[src/rtl/game_pkg.sv]
// game_pkg: shared definitions for the game director.
//   game_state_e      FSM state encoding (also driven out on the 'state' port)
//   TYPE_*            enemy type indices into kill/spawn_req/spawn_ack/type_en
//   type_en_for_wave  which enemy types a given wave may spawn
//   popcount3         number of set bits in a 3-bit kill vector
package game_pkg;

  typedef enum logic [2:0] {
    ST_IDLE       = 3'd0,
    ST_WAVE_INTRO = 3'd1,
    ST_ACTIVE     = 3'd2,
    ST_HIT        = 3'd3,
    ST_WAVE_CLEAR = 3'd4,
    ST_GAMEOVER   = 3'd5
  } game_state_e;

  localparam int unsigned NUM_TYPES = 3;
  localparam logic [1:0]  TYPE_VERT = 2'd0;
  localparam logic [1:0]  TYPE_INV2 = 2'd1;
  localparam logic [1:0]  TYPE_INV3 = 2'd2;

  // Wave 0 has only the vertical enemy, waves 1-2 add inv2, wave 3 and up add inv3.
  function automatic logic [NUM_TYPES-1:0] type_en_for_wave(input logic [3:0] wave_num);
    logic [NUM_TYPES-1:0] en;
    en            = '0;
    en[TYPE_VERT] = 1'b1;
    if (wave_num >= 4'd1) en[TYPE_INV2] = 1'b1;
    if (wave_num >= 4'd3) en[TYPE_INV3] = 1'b1;
    return en;
  endfunction

  function automatic logic [1:0] popcount3(input logic [2:0] v);
    return {1'b0, v[0]} + {1'b0, v[1]} + {1'b0, v[2]};
  endfunction

endpackage

[src/rtl/spawn_rr_arbiter.sv]
// spawn_rr_arbiter: picks the next enabled enemy type at or after rr_ptr and
// raises a one-hot spawn request once the spawn gap has elapsed.
// Purely combinational; the pointer and gap counter live in the director.
// Ports:
//   active      in  1  spawner allowed (ACTIVE state and quota not yet spawned)
//   gap_cnt     in  8  ticks elapsed since the last accepted spawn
//   type_en     in  3  enemy types enabled for this wave
//   rr_ptr      in  2  round-robin start position (0..2)
//   spawn_ack   in  3  per-type acceptance
//   spawn_req   out 3  one-hot request
//   granted     out 1  the outstanding request was acked this clk
//   rr_ptr_next out 2  pointer value to load on grant (granted type + 1 mod 3)
module spawn_rr_arbiter
  import game_pkg::*;
#(
  parameter int unsigned SPAWN_GAP = 8
) (
  input  logic       active,
  input  logic [7:0] gap_cnt,
  input  logic [2:0] type_en,
  input  logic [1:0] rr_ptr,
  input  logic [2:0] spawn_ack,
  output logic [2:0] spawn_req,
  output logic       granted,
  output logic [1:0] rr_ptr_next
);

  logic [1:0] sel;
  logic       found;
  logic [2:0] cand;

  always_comb begin
    sel   = rr_ptr;
    found = 1'b0;
    cand  = '0;
    for (int i = 0; i < int'(NUM_TYPES); i++) begin
      cand = {1'b0, rr_ptr} + 3'(i);
      if (cand >= 3'd3) cand = cand - 3'd3;
      if (!found && type_en[cand[1:0]]) begin
        found = 1'b1;
        sel   = cand[1:0];
      end
    end
  end

  // The request is a pure function of registered state, so it stays stable
  // (held) until an ack moves the pointer or resets the gap counter.
  assign spawn_req   = (active && found && (gap_cnt >= 8'(SPAWN_GAP))) ? (3'b001 << sel) : 3'b000;
  assign granted     = |(spawn_req & spawn_ack);
  assign rr_ptr_next = (sel == 2'd2) ? 2'd0 : sel + 2'd1;

endmodule

[src/rtl/game_director.sv]
// game_director: top-level game sequencer. Owns game state, lives and wave
// progression, and schedules enemy spawns over a req/ack handshake.
// Ports:
//   clk        in  1  system clock
//   clr        in  1  asynchronous active-low reset
//   tick       in  1  one-clk timebase enable
//   play       in  1  play switch (level)
//   hit_player in  1  player hit pulse
//   kill       in  3  kill pulse per enemy type
//   spawn_ack  in  3  per-type spawn acceptance
//   spawn_req  out 3  one-hot spawn request, held until acked
//   type_en    out 3  enemy types enabled for the current wave
//   freeze     out 1  enemies hold / player invulnerable
//   lives      out 3  remaining lives
//   wave       out 4  wave number, saturating at 15
//   gameover   out 1  game over indicator
//   state      out 3  encoded FSM state
// Build option: GAME_DIRECTOR_BONUS_LIFE_EN grants one life (up to LIVES_MAX)
// on every wave clear.
//
// state       | meaning
// IDLE        | waiting for a rising edge on play
// WAVE_INTRO  | frozen intro, INTRO_TICKS ticks
// ACTIVE      | wave in play, spawner running, kills counted
// HIT         | player hit, frozen for HIT_TICKS ticks, kills still counted
// WAVE_CLEAR  | one clk, advances wave
// GAMEOVER    | out of lives, waits for play to drop
module game_director
  import game_pkg::*;
#(
  parameter int unsigned LIVES_INIT  = 3,
  parameter int unsigned LIVES_MAX   = 7,
  parameter int unsigned BASE_QUOTA  = 4,
  parameter int unsigned INTRO_TICKS = 32,
  parameter int unsigned HIT_TICKS   = 16,
  parameter int unsigned SPAWN_GAP   = 8
) (
  input  logic       clk,
  input  logic       clr,
  input  logic       tick,
  input  logic       play,
  input  logic       hit_player,
  input  logic [2:0] kill,
  input  logic [2:0] spawn_ack,
  output logic [2:0] spawn_req,
  output logic [2:0] type_en,
  output logic       freeze,
  output logic [2:0] lives,
  output logic [3:0] wave,
  output logic       gameover,
  output logic [2:0] state
);

`ifdef GAME_DIRECTOR_BONUS_LIFE_EN
  localparam bit BONUS_LIFE = 1'b1;
`else
  localparam bit BONUS_LIFE = 1'b0;
`endif

  game_state_e state_q, state_d;
  logic       play_q;
  logic [2:0] lives_q, lives_d;
  logic [3:0] wave_q, wave_d;
  logic [5:0] kill_cnt_q, kill_cnt_d;
  logic [5:0] spawn_cnt_q, spawn_cnt_d;
  logic [7:0] tick_cnt_q, tick_cnt_d;
  logic [7:0] gap_cnt_q, gap_cnt_d;
  logic [1:0] rr_ptr_q, rr_ptr_d;

  logic       start;
  logic [5:0] quota;
  logic [6:0] kill_sum;
  logic [5:0] kill_cnt_sat;
  logic       quota_met;
  logic       spawner_active;
  logic       granted;
  logic [1:0] rr_ptr_next;

  assign start        = play & ~play_q;
  assign quota        = 6'(BASE_QUOTA) + {1'b0, wave_q, 1'b0};
  assign kill_sum     = {1'b0, kill_cnt_q} + 7'(popcount3(kill));
  assign kill_cnt_sat = (kill_sum > 7'd63) ? 6'd63 : kill_sum[5:0];
  // Includes this clk's kills so a simultaneous final kill is not lost.
  assign quota_met    = (kill_sum >= {1'b0, quota});

  assign spawner_active = (state_q == ST_ACTIVE) && (spawn_cnt_q < quota);

  spawn_rr_arbiter #(
    .SPAWN_GAP (SPAWN_GAP)
  ) u_arb (
    .active      (spawner_active),
    .gap_cnt     (gap_cnt_q),
    .type_en     (type_en),
    .rr_ptr      (rr_ptr_q),
    .spawn_ack   (spawn_ack),
    .spawn_req   (spawn_req),
    .granted     (granted),
    .rr_ptr_next (rr_ptr_next)
  );

  always_comb begin
    state_d     = state_q;
    lives_d     = lives_q;
    wave_d      = wave_q;
    kill_cnt_d  = kill_cnt_q;
    spawn_cnt_d = spawn_cnt_q;
    tick_cnt_d  = tick_cnt_q;
    gap_cnt_d   = gap_cnt_q;
    rr_ptr_d    = rr_ptr_q;

    if (state_q == ST_ACTIVE || state_q == ST_HIT) kill_cnt_d = kill_cnt_sat;

    case (state_q)
      ST_IDLE: begin
        if (start) begin
          state_d     = ST_WAVE_INTRO;
          lives_d     = 3'(LIVES_INIT);
          wave_d      = 4'd0;
          kill_cnt_d  = '0;
          spawn_cnt_d = '0;
          tick_cnt_d  = '0;
          gap_cnt_d   = '0;
          rr_ptr_d    = '0;
        end
      end
      ST_WAVE_INTRO: begin
        if (tick) begin
          if (tick_cnt_q == 8'(INTRO_TICKS - 1)) begin
            state_d     = ST_ACTIVE;
            tick_cnt_d  = '0;
            kill_cnt_d  = '0;
            spawn_cnt_d = '0;
            gap_cnt_d   = '0;
          end else begin
            tick_cnt_d = tick_cnt_q + 8'd1;
          end
        end
      end
      ST_ACTIVE: begin
        if (tick && gap_cnt_q < 8'(SPAWN_GAP)) gap_cnt_d = gap_cnt_q + 8'd1;
        if (granted) begin
          spawn_cnt_d = spawn_cnt_q + 6'd1;
          rr_ptr_d    = rr_ptr_next;
          gap_cnt_d   = '0;
        end
        if (hit_player) begin
          state_d    = ST_HIT;
          lives_d    = lives_q - 3'd1;
          tick_cnt_d = '0;
        end else if (quota_met) begin
          state_d = ST_WAVE_CLEAR;
        end
      end
      ST_HIT: begin
        if (lives_q == 3'd0) begin
          state_d = ST_GAMEOVER;
        end else if (tick) begin
          if (tick_cnt_q == 8'(HIT_TICKS - 1)) begin
            tick_cnt_d = '0;
            // A wave whose quota was finished during the hit clears directly.
            state_d    = quota_met ? ST_WAVE_CLEAR : ST_ACTIVE;
          end else begin
            tick_cnt_d = tick_cnt_q + 8'd1;
          end
        end
      end
      ST_WAVE_CLEAR: begin
        state_d    = ST_WAVE_INTRO;
        tick_cnt_d = '0;
        wave_d     = (wave_q == 4'd15) ? 4'd15 : wave_q + 4'd1;
        if (BONUS_LIFE && lives_q < 3'(LIVES_MAX)) lives_d = lives_q + 3'd1;
      end
      ST_GAMEOVER: begin
        if (!play) state_d = ST_IDLE;
      end
      default: state_d = ST_IDLE;
    endcase

    if (!play && state_q != ST_IDLE && state_q != ST_GAMEOVER) begin
      state_d     = ST_IDLE;
      kill_cnt_d  = '0;
      spawn_cnt_d = '0;
      tick_cnt_d  = '0;
      gap_cnt_d   = '0;
      rr_ptr_d    = '0;
    end
  end

  always_ff @(posedge clk or negedge clr) begin
    if (!clr) begin
      state_q     <= ST_IDLE;
      play_q      <= 1'b0;
      lives_q     <= 3'(LIVES_INIT);
      wave_q      <= '0;
      kill_cnt_q  <= '0;
      spawn_cnt_q <= '0;
      tick_cnt_q  <= '0;
      gap_cnt_q   <= '0;
      rr_ptr_q    <= '0;
    end else begin
      state_q     <= state_d;
      play_q      <= play;
      lives_q     <= lives_d;
      wave_q      <= wave_d;
      kill_cnt_q  <= kill_cnt_d;
      spawn_cnt_q <= spawn_cnt_d;
      tick_cnt_q  <= tick_cnt_d;
      gap_cnt_q   <= gap_cnt_d;
      rr_ptr_q    <= rr_ptr_d;
    end
  end

  assign type_en  = (state_q == ST_IDLE || state_q == ST_GAMEOVER) ? 3'b000 : type_en_for_wave(wave_q);
  assign freeze   = (state_q == ST_WAVE_INTRO) || (state_q == ST_HIT);
  assign gameover = (state_q == ST_GAMEOVER);
  assign lives    = lives_q;
  assign wave     = wave_q;
  assign state    = state_q;

endmodule

[config.mk]
export PLATFORM = sky130hd
export DESIGN_NAME = game_director
export DESIGN_NICKNAME = d
export VERILOG_FILES = /design/src/rtl/game_pkg.sv /design/src/rtl/spawn_rr_arbiter.sv /design/src/rtl/game_director.sv
export SDC_FILE = /design/constraint.sdc
export NUM_CORES = 1
export LEC_CHECK = 0
export CORE_MARGIN = 5
export CORE_UTILIZATION = 25
export DETAILED_ROUTE_END_ITERATION = 10
export SLEW_MARGIN = 30
export SYNTH_ARGS = -nofsm -noshare
export SYNTH_HDL_FRONTEND = slang
export SYNTH_SLANG_ARGS = --single-unit
[constraint.sdc]
create_clock -name clk -period 5.47 [get_ports clk]
set_input_delay 0.547 -clock clk [delete_from_list [all_inputs] [get_ports clk]]
set_output_delay 0.547 -clock clk [all_outputs]
set_load 0.005 [all_outputs]
# ---- Word level (Yosys, flattened, before mapping)
# Cells that the tools add are included.
dict set report classes {
  add_sub_neg 15
  magnitude_cmp 13
  n_eq_ne 24
  n_reduce_logical 30
  n_shift 1
  div_mod_pow 0
  bitwise 3
  n_mul 0
  mux 70
}
# op n
set op_table {}
lappend op_table {{8-bit two-way mux} 13}
lappend op_table {{6-bit two-way mux} 11}
lappend op_table {{3-bit two-way mux} 15}
lappend op_table {{8-bit one-hot mux with 5 select lines} 1}
lappend op_table {{8-bit one-hot mux with 3 select lines} 1}
lappend op_table {{2-bit two-way mux} 10}
lappend op_table {{3-bit one-hot mux with 6 select lines} 1}
lappend op_table {{6-bit one-hot mux with 3 select lines} 1}
lappend op_table {{8-bit by 1-bit adder with 8-bit output (second input constant)} 2}
lappend op_table {{3-bit by 2-bit inequality test with 1-bit output (second input constant)} 5}
lappend op_table {{3-bit inequality test (second input constant)} 4}
lappend op_table {{6-bit one-hot mux with 2 select lines} 1}
lappend op_table {{5-bit AND reduction} 2}
lappend op_table {{2-bit by 3-bit less-than comparator with 1-bit output (second input constant)} 3}
lappend op_table {{8-bit by 4-bit == test with 1-bit output (second input constant)} 1}
lappend op_table {{8-bit by 5-bit == test with 1-bit output (second input constant)} 1}
lappend op_table {{8-bit by 4-bit >= comparator with 1-bit output (second input constant)} 1}
lappend op_table {{1-bit logical AND} 8}
lappend op_table {{8-bit by 4-bit less-than comparator with 1-bit output (second input constant)} 1}
lappend op_table {{1-bit two-way mux} 8}
lappend op_table {{4-bit two-way mux} 2}
lappend op_table {{4-bit by 2-bit inequality test with 1-bit output (second input constant)} 2}
lappend op_table {{4-bit one-hot mux with 2 select lines} 1}
lappend op_table {{6-bit by 2-bit adder with 7-bit output} 1}
lappend op_table {{other kinds (44)} 60}
dict set report totals {
  elab_cells 165
  inputBits 11
  memories 0
  reg_bits 41
  out_inout_bits 18
  latch_bits 0
  rom_bits 0
  mem_bits_rw 0
}

# ---- Depth between registers and ports, before layout
dict set report logic_depth {
  ltp_word 20
  depth_mapped 13
  depth_no_buf 13
}

# ---- Cells and area by module
# Synthesis repeated with hierarchy kept, for this count alone.
dict set report unflattened {
  cells_unflattened 364
  hier_area_um2 3290.7
}
# mod seq_area_each_um2 n_inst cells_per_inst area_per_inst_um2
set by_module_without_submodules {}
lappend by_module_without_submodules {game_director 1028.5 1 319 2901.5}
lappend by_module_without_submodules {spawn_rr_arbiter 0.0 1 45 389.1}

# ---- Worst setup path after synthesis
# Ideal clock, no wire load.
dict set report synth_path {
  path_kind {input port to flip-flop}
  start {input kill[0]}
  end {register state_q[0], in the netlist state[0]}
  arrival_ps 3107
  stages 12
  setup_time_ps 129
  required_time_ps 5341
  path_buffers 0
  path_slack_ps 2234
  cell_sequence {fa_1 ha_1 fa_1 xor2_1 ha_1 a21boi_0 o21a_1 o21a_1 o21ai_0 a31oi_1 o21ai_0 o21ai_0}
}
dict set report synth_via {
  elab_chain_len 6
}
# element line_no
set synth_rtl {}
lappend synth_rtl {{start: declaration} game_director.sv:43} ;# input logic [2:0] kill,
lappend synth_rtl {{1-bit by 1-bit adder with 2-bit output} game_pkg.sv:33} ;# return {1'b0, v[0]} + {1'b0, v[1]} + {1'b0, v[2]};
lappend synth_rtl {{2-bit by 1-bit adder with 2-bit output} game_pkg.sv:33}
lappend synth_rtl {{6-bit by 2-bit adder with 7-bit output} game_director.sv:81} ;# assign kill_sum = {1'b0, kill_cnt_q} + 7'(popcount3(kill));
lappend synth_rtl {{7-bit by 6-bit >= comparator with 1-bit output} game_director.sv:84} ;# assign quota_met = (kill_sum >= {1'b0, quota});
lappend synth_rtl {{4-bit by 3-bit inequality test with 1-bit output (no source line)} n/a}
lappend synth_rtl {{7-bit AND reduction (no source line)} n/a}
lappend synth_rtl {{end signal: assignment} game_director.sv:201} ;# state_q <= state_d;
lappend synth_rtl {{end: declaration} game_director.sv:60} ;# game_state_e state_q, state_d;
# No other way between the ends.
# A chain may end at the register's enable or synchronous reset.

# ---- Worst setup path after layout
# Ends and elaborated chain as after synthesis.

==> impl_metrics.yaml <==
clocking:
  cts-htree-levels: 2
  tritoncts_clock_tree: "built"
  postCtsSetupBuffers: 0
  numClockSinks: 41
  worst_setup_hold_path_clk_slew_ns: 0.06
  cts_root_buffer: "sky130_fd_sc_hd__clkbuf_16"
  postCtsResizedCells: 0
  total_cts_buffers: 5
  cts_hold_buf: 0
  worstSkewPairLatency_ns: 0.28
  cts_buffer_depth: 2
placement:
  placement.cell_area_sq_mm: 0.00340
  port_buffers: 28
  gp_congestion: 0.923
  hpwl_mm: 5.76
  detailedPlace.worstSlack_ns: 1.52
die:
  floorplan.initialDensity_pct: 25.3
  die_width_um: 120
  dieArea_sq_mm: 0.0144
  placementRows: 40
  floorplan.io_pins: 29
  die_height_um: 120
  floorplan.core_area_sq_mm: 0.0119
synthesis:
  synth_top_cells_by_area: "sky130_fd_sc_hd__dfrtp_1 32%, sky130_fd_sc_hd__ha_1 9.5%, sky130_fd_sc_hd__nor2_1 4.4%"
  synth.yosys.seq_area_share_pct: 34.1
  syn_inst: 361
  yosysWarnings: 0
  postSynthAreaPerCell_sq_um: 8.35
  share_of_the_synthesized_area_in_the_top_cell_type_pct: 32.4
  netlist.top_cell.by_area: "sky130_fd_sc_hd__dfrtp_1"
  postSynthRegisterBits: 41
  synth-edff-count: 0
  synthesis.area_sq_mm: 0.00301
  synth_async_sr_flop_share_pct: 100
  synth_cell_type_count: 54
  syn_nets: 397
  dominantRegCellSynth: "sky130_fd_sc_hd__dfrtp_1"
timing:
  worstMarginPinSlew_ns: 0.757
  final_hold_viol_count: 0
  report.final.setup_viol: 0
  final_max_slew_viol_count: 0
  setup-tns-final_ns: 0
  final.period_utilization_pct: 68.1
  setup_repair_after_global_routing_missed_its_margin: "no"
  clock-skew-final_ns: 0.00654
  layout_min_cycle_time_ns: 3.73
  worst_slew_margin_rel_pct: 49.3
  max_freq_mhz: 268
  setup_ws_ns: 1.74
drt:
  wl_mm: 7.57
  detailedRoute.firstIterationViolations: 202
  vias: 2741
  via_count_normalized_by_instance_count: 5.18
  antenna_violating_nets_post_route: 0
  detail_route.first_pass.iterations: 4
  remaining_drc_errors: 0
  route.detailed.wl_per_inst_um: 14.3
global_route:
  grt_pass1_wl_mm: 13.0
  global_route.overflow_total: 0
  grt_start_max_net_pins: 42
  vias_in_the_first_global_route: 2609
  track_usage_pct: 10.9
  antenna_found_initial: 0
critical_path:
  cell_family_with_the_largest_share_of_critical_path_delay: "adder cells"
  crit_path_cell_trace: "clkdlybuf4s50_1, fa_1, ha_1, fa_1, xor2_1, ha_1, a21boi_0, o21a_1, o21a_1, o21ai_0, a31oi_1, o21ai_0, o21ai_0"
  cp_data_arrival_time_ns: 3.88
  cp.required_ns: 5.63
  critPathSlowestCell: "sky130_fd_sc_hd__fa_1"
  setup.worst_path.class: "in2reg"
  worstPathMaxFanout: 5
  worstSetupStartpointType: "primary input"
  cell_mode_on_critical_path: "sky130_fd_sc_hd__o21ai_0"
  timing.critical_path.slowest_cell_delay_ns: 0.48
  critical_path.endpoint_type: "flop"
  path_buf_inv: 1
outcome:
  status: "completed"
final_layout:
  area_growth_pct: 18.7
  layout.nets: 417
  num_antenna_cells: 0
  layout_commonest_cell: "sky130_fd_sc_hd__dfrtp_1"
  layout.cells.most_common_list: "39 x sky130_fd_sc_hd__dfrtp_1, 35 x sky130_fd_sc_hd__nor2_1, 28 x sky130_fd_sc_hd__inv_1"
  final_core_util_pct: 30.0
  final_area_sq_mm: 0.00358
  post_route_cells_drive_above_1_share_pct: 5.24
power_and_ir_drop:
  power_leakage_uw: 0.00149
  power_switching_share_pct: 40.1
  power_report.internal_total_uw: 870
  worst_ir_drop_vdd_mv: 0.126
  p_total_uw: 1450
  switchingPower_uw: 582
  power.share.sequential_pct: 30.1
  power.density_cell_area_mw_per_mm2: 406
  power.combinational.fraction_pct: 46.5
  power.share.clock_pct: 23.4
job:
  cap_violations: 0
min_path:
  hold_crit_path_type: "in2async"
[cell usage after synthesis (2+ instances only)]
library cell and instances:
sky130_fd_sc_hd__fa_1 2, sky130_fd_sc_hd__o21a_1 3, sky130_fd_sc_hd__ha_1 23, sky130_fd_sc_hd__o31ai_1 3
sky130_fd_sc_hd__a21o_1 2, sky130_fd_sc_hd__or4_1 6, sky130_fd_sc_hd__o21ai_0 23, sky130_fd_sc_hd__mux2i_1 4
sky130_fd_sc_hd__nand3_1 23, sky130_fd_sc_hd__clkbuf_1 8, sky130_fd_sc_hd__or2_2 3, sky130_fd_sc_hd__or3_1 4
sky130_fd_sc_hd__dfrtp_1 39, sky130_fd_sc_hd__buf_6 2, sky130_fd_sc_hd__nor2_1 35, sky130_fd_sc_hd__a31oi_1 10
sky130_fd_sc_hd__nor2b_1 9, sky130_fd_sc_hd__xor2_1 6, sky130_fd_sc_hd__and3_1 4, sky130_fd_sc_hd__nand2_1 24
sky130_fd_sc_hd__o2bb2ai_1 2, sky130_fd_sc_hd__inv_1 28, sky130_fd_sc_hd__o22ai_1 8, sky130_fd_sc_hd__buf_2 2
sky130_fd_sc_hd__nor3_1 14, sky130_fd_sc_hd__dfstp_2 2, sky130_fd_sc_hd__nand4_1 3, sky130_fd_sc_hd__a41oi_1 2
sky130_fd_sc_hd__nand2b_1 8, sky130_fd_sc_hd__buf_1 4, sky130_fd_sc_hd__nor4_1 2, sky130_fd_sc_hd__xnor2_1 5
sky130_fd_sc_hd__o211ai_1 8, sky130_fd_sc_hd__a211oi_1 3, sky130_fd_sc_hd__a21oi_1 17, sky130_fd_sc_hd__a21boi_0 2
[power by group through the flow]
stage	clock [uW]	combinational [uW]	sequential (uW)
3_5_place_dp	0	673	441
4_1_cts	349	675	435
6_report	340	675	437
2_1_floorplan	0	489	396
3_3_place_gp	0	648	438
5_1_grt	359	759	448
[registers in the layout, indices dropped and copies added (netlist names)]
register and flops:
gap_cnt_q 8, state 3, spawn_cnt_q 6, rr_ptr_q 2, lives 3, play_q 1, wave 4, tick_cnt_q 8
kill_cnt_q 6
[worst paths after layout]
path / slack (ns) / start / end / depth (start not counted)
max reg2reg: 1.82 / wave[1] / spawn_cnt_q[1] / 9
min: 0.25 / clr / gap_cnt_q[6] / 1
min reg2reg: 0.50 / tick_cnt_q[7] / tick_cnt_q[7] / 1
max in group asynchronous: 4.84 / clr / lives[0] / 1
max: 1.74 / kill[0] / state[0] / 13
min in group clk: 0.50 / tick_cnt_q[7] / tick_cnt_q[7] / 1
[per-layer routing]
layer / up-vias / wire length [um] / track usage, %
li1: 1335 / - / -
met3: 13 / 360 / 1.84
met2: 73 / 3710 / 18.1
met1: 1320 / 3360 / 14.4
met5: - / 0 / 0
met4: 0 / 139 / 3.44
[layout make-up]
type                       instances  area [sq um]
inverter                          29           109
multi-input combinational        275          1800
fill                            1255          8330
timing repair buffer              29           285
clock inverter                     1          30.0
sequential                        41          1030
clock buffer                       7           143
tap                              147           184
[cells by family after synthesis]
| group | Yosys count | synth area share [%] |
|---|---|---|
| buffers and inverters | 45 | 6.18 |
| AND/OR/NAND/NOR | 141 | 23.7 |
| adder cells (fa/ha/maj) | 25 | 10.9 |
| multiplexers | 4 | 1.33 |
| AO/OA/AOI/OAI | 94 | 20.6 |
| XOR/XNOR | 11 | 3.20 |
| flip-flops | 41 | 34.1 |
[per-stage QoR]
stage | instances | hold slack (ns)
3_5_place_dp | 521 | 0.485
3_3_place_gp | 521 | 0.471
5_1_grt | 529 | 0.311
4_1_cts | 529 | 0.466
2_1_floorplan | 361 | 0.251
6_report | 529 | 0.252
No activity file was read; power rests on OpenSTA's default activity.
